==> src/rtl/with_ssi_if.sv <==
// Operand/result bundle for with_ssi: 2x2-bit operands in, 4-bit registered product out.
// chk_err exists only when WITH_SSI_SELFCHECK_EN is defined.
interface with_ssi_if;
   logic in_valid;
   logic a;
   logic b;
   logic c;
   logic d;
   logic out_valid;
   logic f0;
   logic f1;
   logic f2;
   logic f3;
`ifdef WITH_SSI_SELFCHECK_EN
   logic chk_err;

   modport master (
      output in_valid, a, b, c, d,
      input  out_valid, f0, f1, f2, f3, chk_err
   );

   modport slave (
      input  in_valid, a, b, c, d,
      output out_valid, f0, f1, f2, f3, chk_err
   );
`else
   modport master (
      output in_valid, a, b, c, d,
      input  out_valid, f0, f1, f2, f3
   );

   modport slave (
      input  in_valid, a, b, c, d,
      output out_valid, f0, f1, f2, f3
   );
`endif
endinterface : with_ssi_if

==> src/rtl/with_ssi.sv <==
// Registered 2x2-bit unsigned multiplier built from SSI gate equations, 1-cycle latency.
// Optional sticky self-check against X*Y is enabled by defining WITH_SSI_SELFCHECK_EN.
module with_ssi (
   input  logic       clk,
   input  logic       rst,
   with_ssi_if.slave  bus
);

   logic [3:0] p_gate;
   logic [3:0] p_q;
   logic       valid_q;

   // Pure gate-level product; f2 suppresses the 3*3 case where the MSB pair overflows into f3.
   always_comb begin
      p_gate[0] = bus.b & bus.d;
      p_gate[1] = (bus.a & bus.d) ^ (bus.b & bus.c);
      p_gate[2] = (bus.a & bus.c) & ~(bus.b & bus.d);
      p_gate[3] = bus.a & bus.b & bus.c & bus.d;
   end

   // NOTE: sequential state uses non-blocking assignments so every flop samples pre-edge values.
   always_ff @(posedge clk) begin
      if (rst) begin
         p_q     <= '0;
         valid_q <= 1'b0;
      end else begin
         valid_q <= bus.in_valid;
         if (bus.in_valid) begin
            p_q <= p_gate;
         end
      end
   end

   assign bus.out_valid = valid_q;
   assign bus.f0        = p_q[0];
   assign bus.f1        = p_q[1];
   assign bus.f2        = p_q[2];
   assign bus.f3        = p_q[3];

`ifdef WITH_SSI_SELFCHECK_EN
   logic [3:0] x_ext;
   logic [3:0] y_ext;
   logic [3:0] p_ref;
   logic       chk_err_q;

   always_comb begin
      x_ext = {2'b00, bus.a, bus.b};
      y_ext = {2'b00, bus.c, bus.d};
      p_ref = x_ext * y_ext;
   end

   // Sticky: sets on the same edge the mismatching product registers, clears only on reset.
   always_ff @(posedge clk) begin
      if (rst) begin
         chk_err_q <= 1'b0;
      end else if (bus.in_valid && (p_gate != p_ref)) begin
         chk_err_q <= 1'b1;
      end
   end

   assign bus.chk_err = chk_err_q;
`endif

endmodule : with_ssi

==> src/flat_wrapper.sv <==
// flat-port wrapper written by rule: the top's interface ports become plain ports
module with_ssi_flat 
  (clk, rst, bus_in_valid, bus_a, bus_b, bus_c, bus_d, bus_out_valid, bus_f0, bus_f1, bus_f2, bus_f3);
  with_ssi_if bus_i ();
  input  logic clk;
  input  logic rst;
  input wire logic [$bits(bus_i.in_valid)-1:0] bus_in_valid;
  input wire logic [$bits(bus_i.a)-1:0] bus_a;
  input wire logic [$bits(bus_i.b)-1:0] bus_b;
  input wire logic [$bits(bus_i.c)-1:0] bus_c;
  input wire logic [$bits(bus_i.d)-1:0] bus_d;
  output wire logic [$bits(bus_i.out_valid)-1:0] bus_out_valid;
  output wire logic [$bits(bus_i.f0)-1:0] bus_f0;
  output wire logic [$bits(bus_i.f1)-1:0] bus_f1;
  output wire logic [$bits(bus_i.f2)-1:0] bus_f2;
  output wire logic [$bits(bus_i.f3)-1:0] bus_f3;
  assign bus_i.in_valid = bus_in_valid;
  assign bus_i.a = bus_a;
  assign bus_i.b = bus_b;
  assign bus_i.c = bus_c;
  assign bus_i.d = bus_d;
  assign bus_out_valid = bus_i.out_valid;
  assign bus_f0 = bus_i.f0;
  assign bus_f1 = bus_i.f1;
  assign bus_f2 = bus_i.f2;
  assign bus_f3 = bus_i.f3;
  with_ssi u_core (.clk(clk), .rst(rst), .bus(bus_i));
endmodule
==> config.mk <==
export PLATFORM = sky130hd
export DESIGN_NAME = with_ssi_flat
export DESIGN_NICKNAME = d
export VERILOG_FILES = /design/src/rtl/with_ssi_if.sv /design/src/rtl/with_ssi.sv /design/src/flat_wrapper.sv
export SDC_FILE = /design/constraint.sdc
export NUM_CORES = 1
export LEC_CHECK = 0
export ABC_AREA = 1
export ABC_CLOCK_PERIOD_IN_PS = 1600
export CORE_AREA = 2 2 39 41
export CTS_CLUSTER_SIZE = 14
export DETAILED_ROUTE_END_ITERATION = 10
export DIE_AREA = 0 0 41 43
export PLACE_DENSITY = 0.46
export SLEW_MARGIN = 5
export SYNTH_ARGS = -nofsm -noshare
export SYNTH_HDL_FRONTEND = slang
export SYNTH_SLANG_ARGS = --single-unit
==> constraint.sdc <==
create_clock -name clk -period 1.6 [get_ports clk]
set_input_delay 0.32 -clock clk [delete_from_list [all_inputs] [get_ports clk]]
set_output_delay 0.32 -clock clk [all_outputs]
set_load 0.02 [all_outputs]
# Word level (Yosys, flattened, before mapping)
# Index checks and enable logic that the tools add are counted.
# word_totals
in_bits,7
out_inout_bits,5
ff_bits,5
# classes
bitwise_logic,10
# op_table
operator,count
$and 1x1->1,8
$not 1->1,1
$xor 1x1->1,1

# Longest topological paths before layout
# Gate-level depths: netlist (run 1).
# logic_depth
depth_word,3
mapped_depth,6
mapped_depth_nobuf,6

# Worst setup path before layout (run 1)
# No wires, ideal clock.
# synth_timing
path_type,register to output
start,register u_core.p_q[1]
end,output port bus_f1
path_buffers,0
arrival_ns,0.411
slack_ns,0.869
path_stages_with_launch,1
cell_sequence,dfxtp_1
# synth_lines
element,line,source
start: declaration,with_ssi.sv:10,logic [3:0] p_q;
start signal: assignment,with_ssi.sv:29,p_q <= p_gate;
end: declaration,flat_wrapper.sv:14,output wire logic [$bits(bus_i.f1)-1:0] bus_f1;
# No word-level cell between the ends.

# Final worst setup path (run 1)
# layout_timing
start,register u_core.p_q[3]
end,output port bus_f3
# layout_lines
element,line,source
end: declaration,flat_wrapper.sv:16,output wire logic [$bits(bus_i.f3)-1:0] bus_f3;
# No word-level cell between the ends.

==> results of run 1 <==
-- power by group --
| group | internal (W) | total, W | switching (W) |
|---|---|---|---|
| Clock | 0.0000940 | 0.000141 | 0.0000473 |
| Combinational | 0.0000282 | 0.0000524 | 0.0000242 |
| Sequential | 0.000130 | 0.000133 | 0.00000223 |
-- cell type report --
type                       count  area [sq um]  area share
clock buffer                   4         26.28     0.07167
inverter                       4         15.01     0.04096
multi-input combinational     20         95.09      0.2594
sequential                     5         100.1      0.2730
tap                           16         20.02     0.05461
timing repair buffer          11         110.1      0.3003
-- per-layer routing --
| metal | global-route usage | vias to the layer above | wire length, microns |
|---|---|---|---|
| met5 | 0 | - | 0 |
| met4 | 0.02000 | 0 | 0 |
| met3 | 0.07853 | 0 | 46 |
| met2 | 0.09063 | 8 | 203 |
| met1 | 0.07419 | 100 | 224 |
| li1 | - | 122 | - |
-- cells by family (layout without fill, tap and decap cells) --
| logic type | count (synthesis) | after routing | share of synthesized area |
|---|---|---|---|
| AO/OA/AOI/OAI | 3 | 3 | 0.08335 |
| buffers and inverters | 4 | 19 | 0.07141 |
| flip-flops | 5 | 5 | 0.4762 |
| AND/OR/NAND/NOR | 17 | 17 | 0.3691 |
-- tightest hold or removal path, stage by stage (launching register included) --
cell and delay [ps]:
dfxtp_1 300, nand2_1 60, a21oi_1 50
-- cells in the mapped netlist --
cell	count
o21a_1	1
a21oi_1	2
nand3_1	2
nand2_1	9
nor2_1	3
nand4_1	1
or2_1	1
nand3_2	1
dfxtp_1	5
inv_1	4
-- sequential cells by signal, summed over array words and instances, names as in the netlist --
register,cells
u_core.p_q,4
u_core.bus.out_valid,1
-- final timing paths --
path | startpoint | end
setup / recovery | u_core.p_q[3] | bus_f3
hold / removal | u_core.p_q[0] | u_core.p_q[0]
setup reg to reg | u_core.p_q[3] | u_core.p_q[3]
hold reg to reg | u_core.p_q[0] | u_core.p_q[0]
-- per-stage QoR --
| stage | hold WS (ps) | std cells | utilization | setup WS (ps) |
|---|---|---|---|---|
| floorplan | 389.1 | 29 | - | 868.8 |
| global placement | 455.8 | 56 | 0.2459 | 281.4 |
| detailed placement | 458.9 | 56 | 0.2459 | 280.4 |
| CTS | 465.5 | 60 | 0.2649 | 102.9 |
| global route | 474.9 | 60 | 0.2649 | 72.76 |
| finish | 462.5 | 60 | 0.2649 | 102.2 |
==> flow_metrics.py, run 1 <==
metrics = {
    "timing": {
        "finalSetupTns_ps": 0,
        "setup_viol": 0,
        "skew_ps": 0,
        "rsz0062_at_grt": "false",
        "max_freq_mhz": 667.6,
        "min_period_ps": 1498,
        "post-route-period-util": 0.9361,
        "slew_headroom": 0.8559,
        "worst_pin_slew_ps": 215.5,
        "drv_slew": 0,
        "final-hold-violation-count": 0,
    },
    "setup_path": {
        "crit_required_ps": 1280,
        "crit_fanout": 2,
        "crit_type": "reg2out",
        "crit_cells": 1,
        "cp_top_family": "buffers and inverters",
        "path_cells": "clkdlybuf4s50_1",
        "cpPeakStageDelay_ps": 610,
        "end_kind": "primary output",
        "setup.worst_path.start_class": "flop",
        "reg2reg_depth": 3,
        "critPathArrivalTime_ps": 1180,
        "r2r_slack_ps": 960,
        "crit_slowest_cell": "clkdlybuf4s50_1",
        "worst-path-buf-inv": 1,
    },
    "cells_and_area": {
        "antenna_cells": 0,
        "drive_above_1_share": 0.09091,
        "fill_cells": 160,
        "syn2layout_area_growth_pct": 74.40,
        "final_common_cell": "clkdlybuf4s50_1",
        "final_nets": 52,
        "layout_common_cells": "clkdlybuf4s50_1, nand2_1, dfxtp_1, inv_1",
        "stdcell_area_sq_um": 366.6,
    },
    "grt": {
        "antenna_found_initial": 0,
        "grt_pass1_wl_microns": 786,
        "grt_usage": 0.07035,
        "grt_pass1_vias": 220,
        "grt_max_degree": 6,
        "grt_overflow": 0,
    },
    "floorplanning": {
        "die_y_microns": 43,
        "initial_utilization": 0.1519,
        "die_x_microns": 41,
        "rows": 14,
        "core_sq_mm": 0.001384,
        "dieArea_sq_mm": 0.001763,
        "io_pins": 12,
    },
    "yosys": {
        "synth_seq_cells": 5,
        "synth.top_cell.area_share": 0.4762,
        "synth_top_area_cell": "dfxtp_1",
        "synth.area.top_cells": "dfxtp_1, nand2_1, inv_1",
        "avgSynthCellArea_sq_um": 7.248,
        "ys_types": 10,
        "synth_area_sq_um": 210.2,
        "ys_warn_count": 0,
        "syn-num-nets": 36,
        "ys_seq_area_frac": 0.4762,
        "postSynthCellCount": 29,
    },
    "placement": {
        "io_buffers": 11,
        "gp_congestion": 0.7203,
        "post_dp_cell_area_sq_um": 340.3,
        "post-dp-hpwl_microns": 369.7,
    },
    "power_and_ir_drop": {
        "p_per_area_mw_per_mm2": 890.3,
        "finalPower_w": 0.0003264,
        "power.leakage_nw": 0.1586,
        "peakVddDrop_mv": 0.5138,
    },
    "cts": {
        "hold_buffers": 0,
        "cts_tree": "yes",
        "clockBufferDepth": 2,
        "clkTransAtPathRegs_ps": 40,
        "numCtsBuffers": 3,
        "post_cts_buffers": 0,
        "clk_latency_ps": 240,
        "root_buffer": "clkbuf_4",
        "cts_resized": 0,
        "htree_levels": 1,
        "clock-sinks": 5,
    },
    "detailed_routing": {
        "route.vias.total": 230,
        "routed_via_density": 3.833,
        "drt_wl_total_microns": 473,
        "drtIter0Drc": 2,
        "drc": 0,
        "wl_per_cell_microns": 7.883,
        "final_antenna_net_count": 0,
        "dr.pass1.iters": 4,
    },
    "outcome": {
        "status": "complete, no violations",
    },
    "job": {
        "cap_violations": 0,
    },
    "worst_hold_path": {
        "min_delay_path_depth": 2,
        "hp-class": "reg2reg",
    },
}
Note: power is estimated with default switching activity, not from simulation.
==> run 2: changes to the inputs <==
ABC_CLOCK_PERIOD_IN_PS = not set   (was 1600)
==> results of run 2 <==
The final DEF is identical to that of run 1; final timing and power are the same.
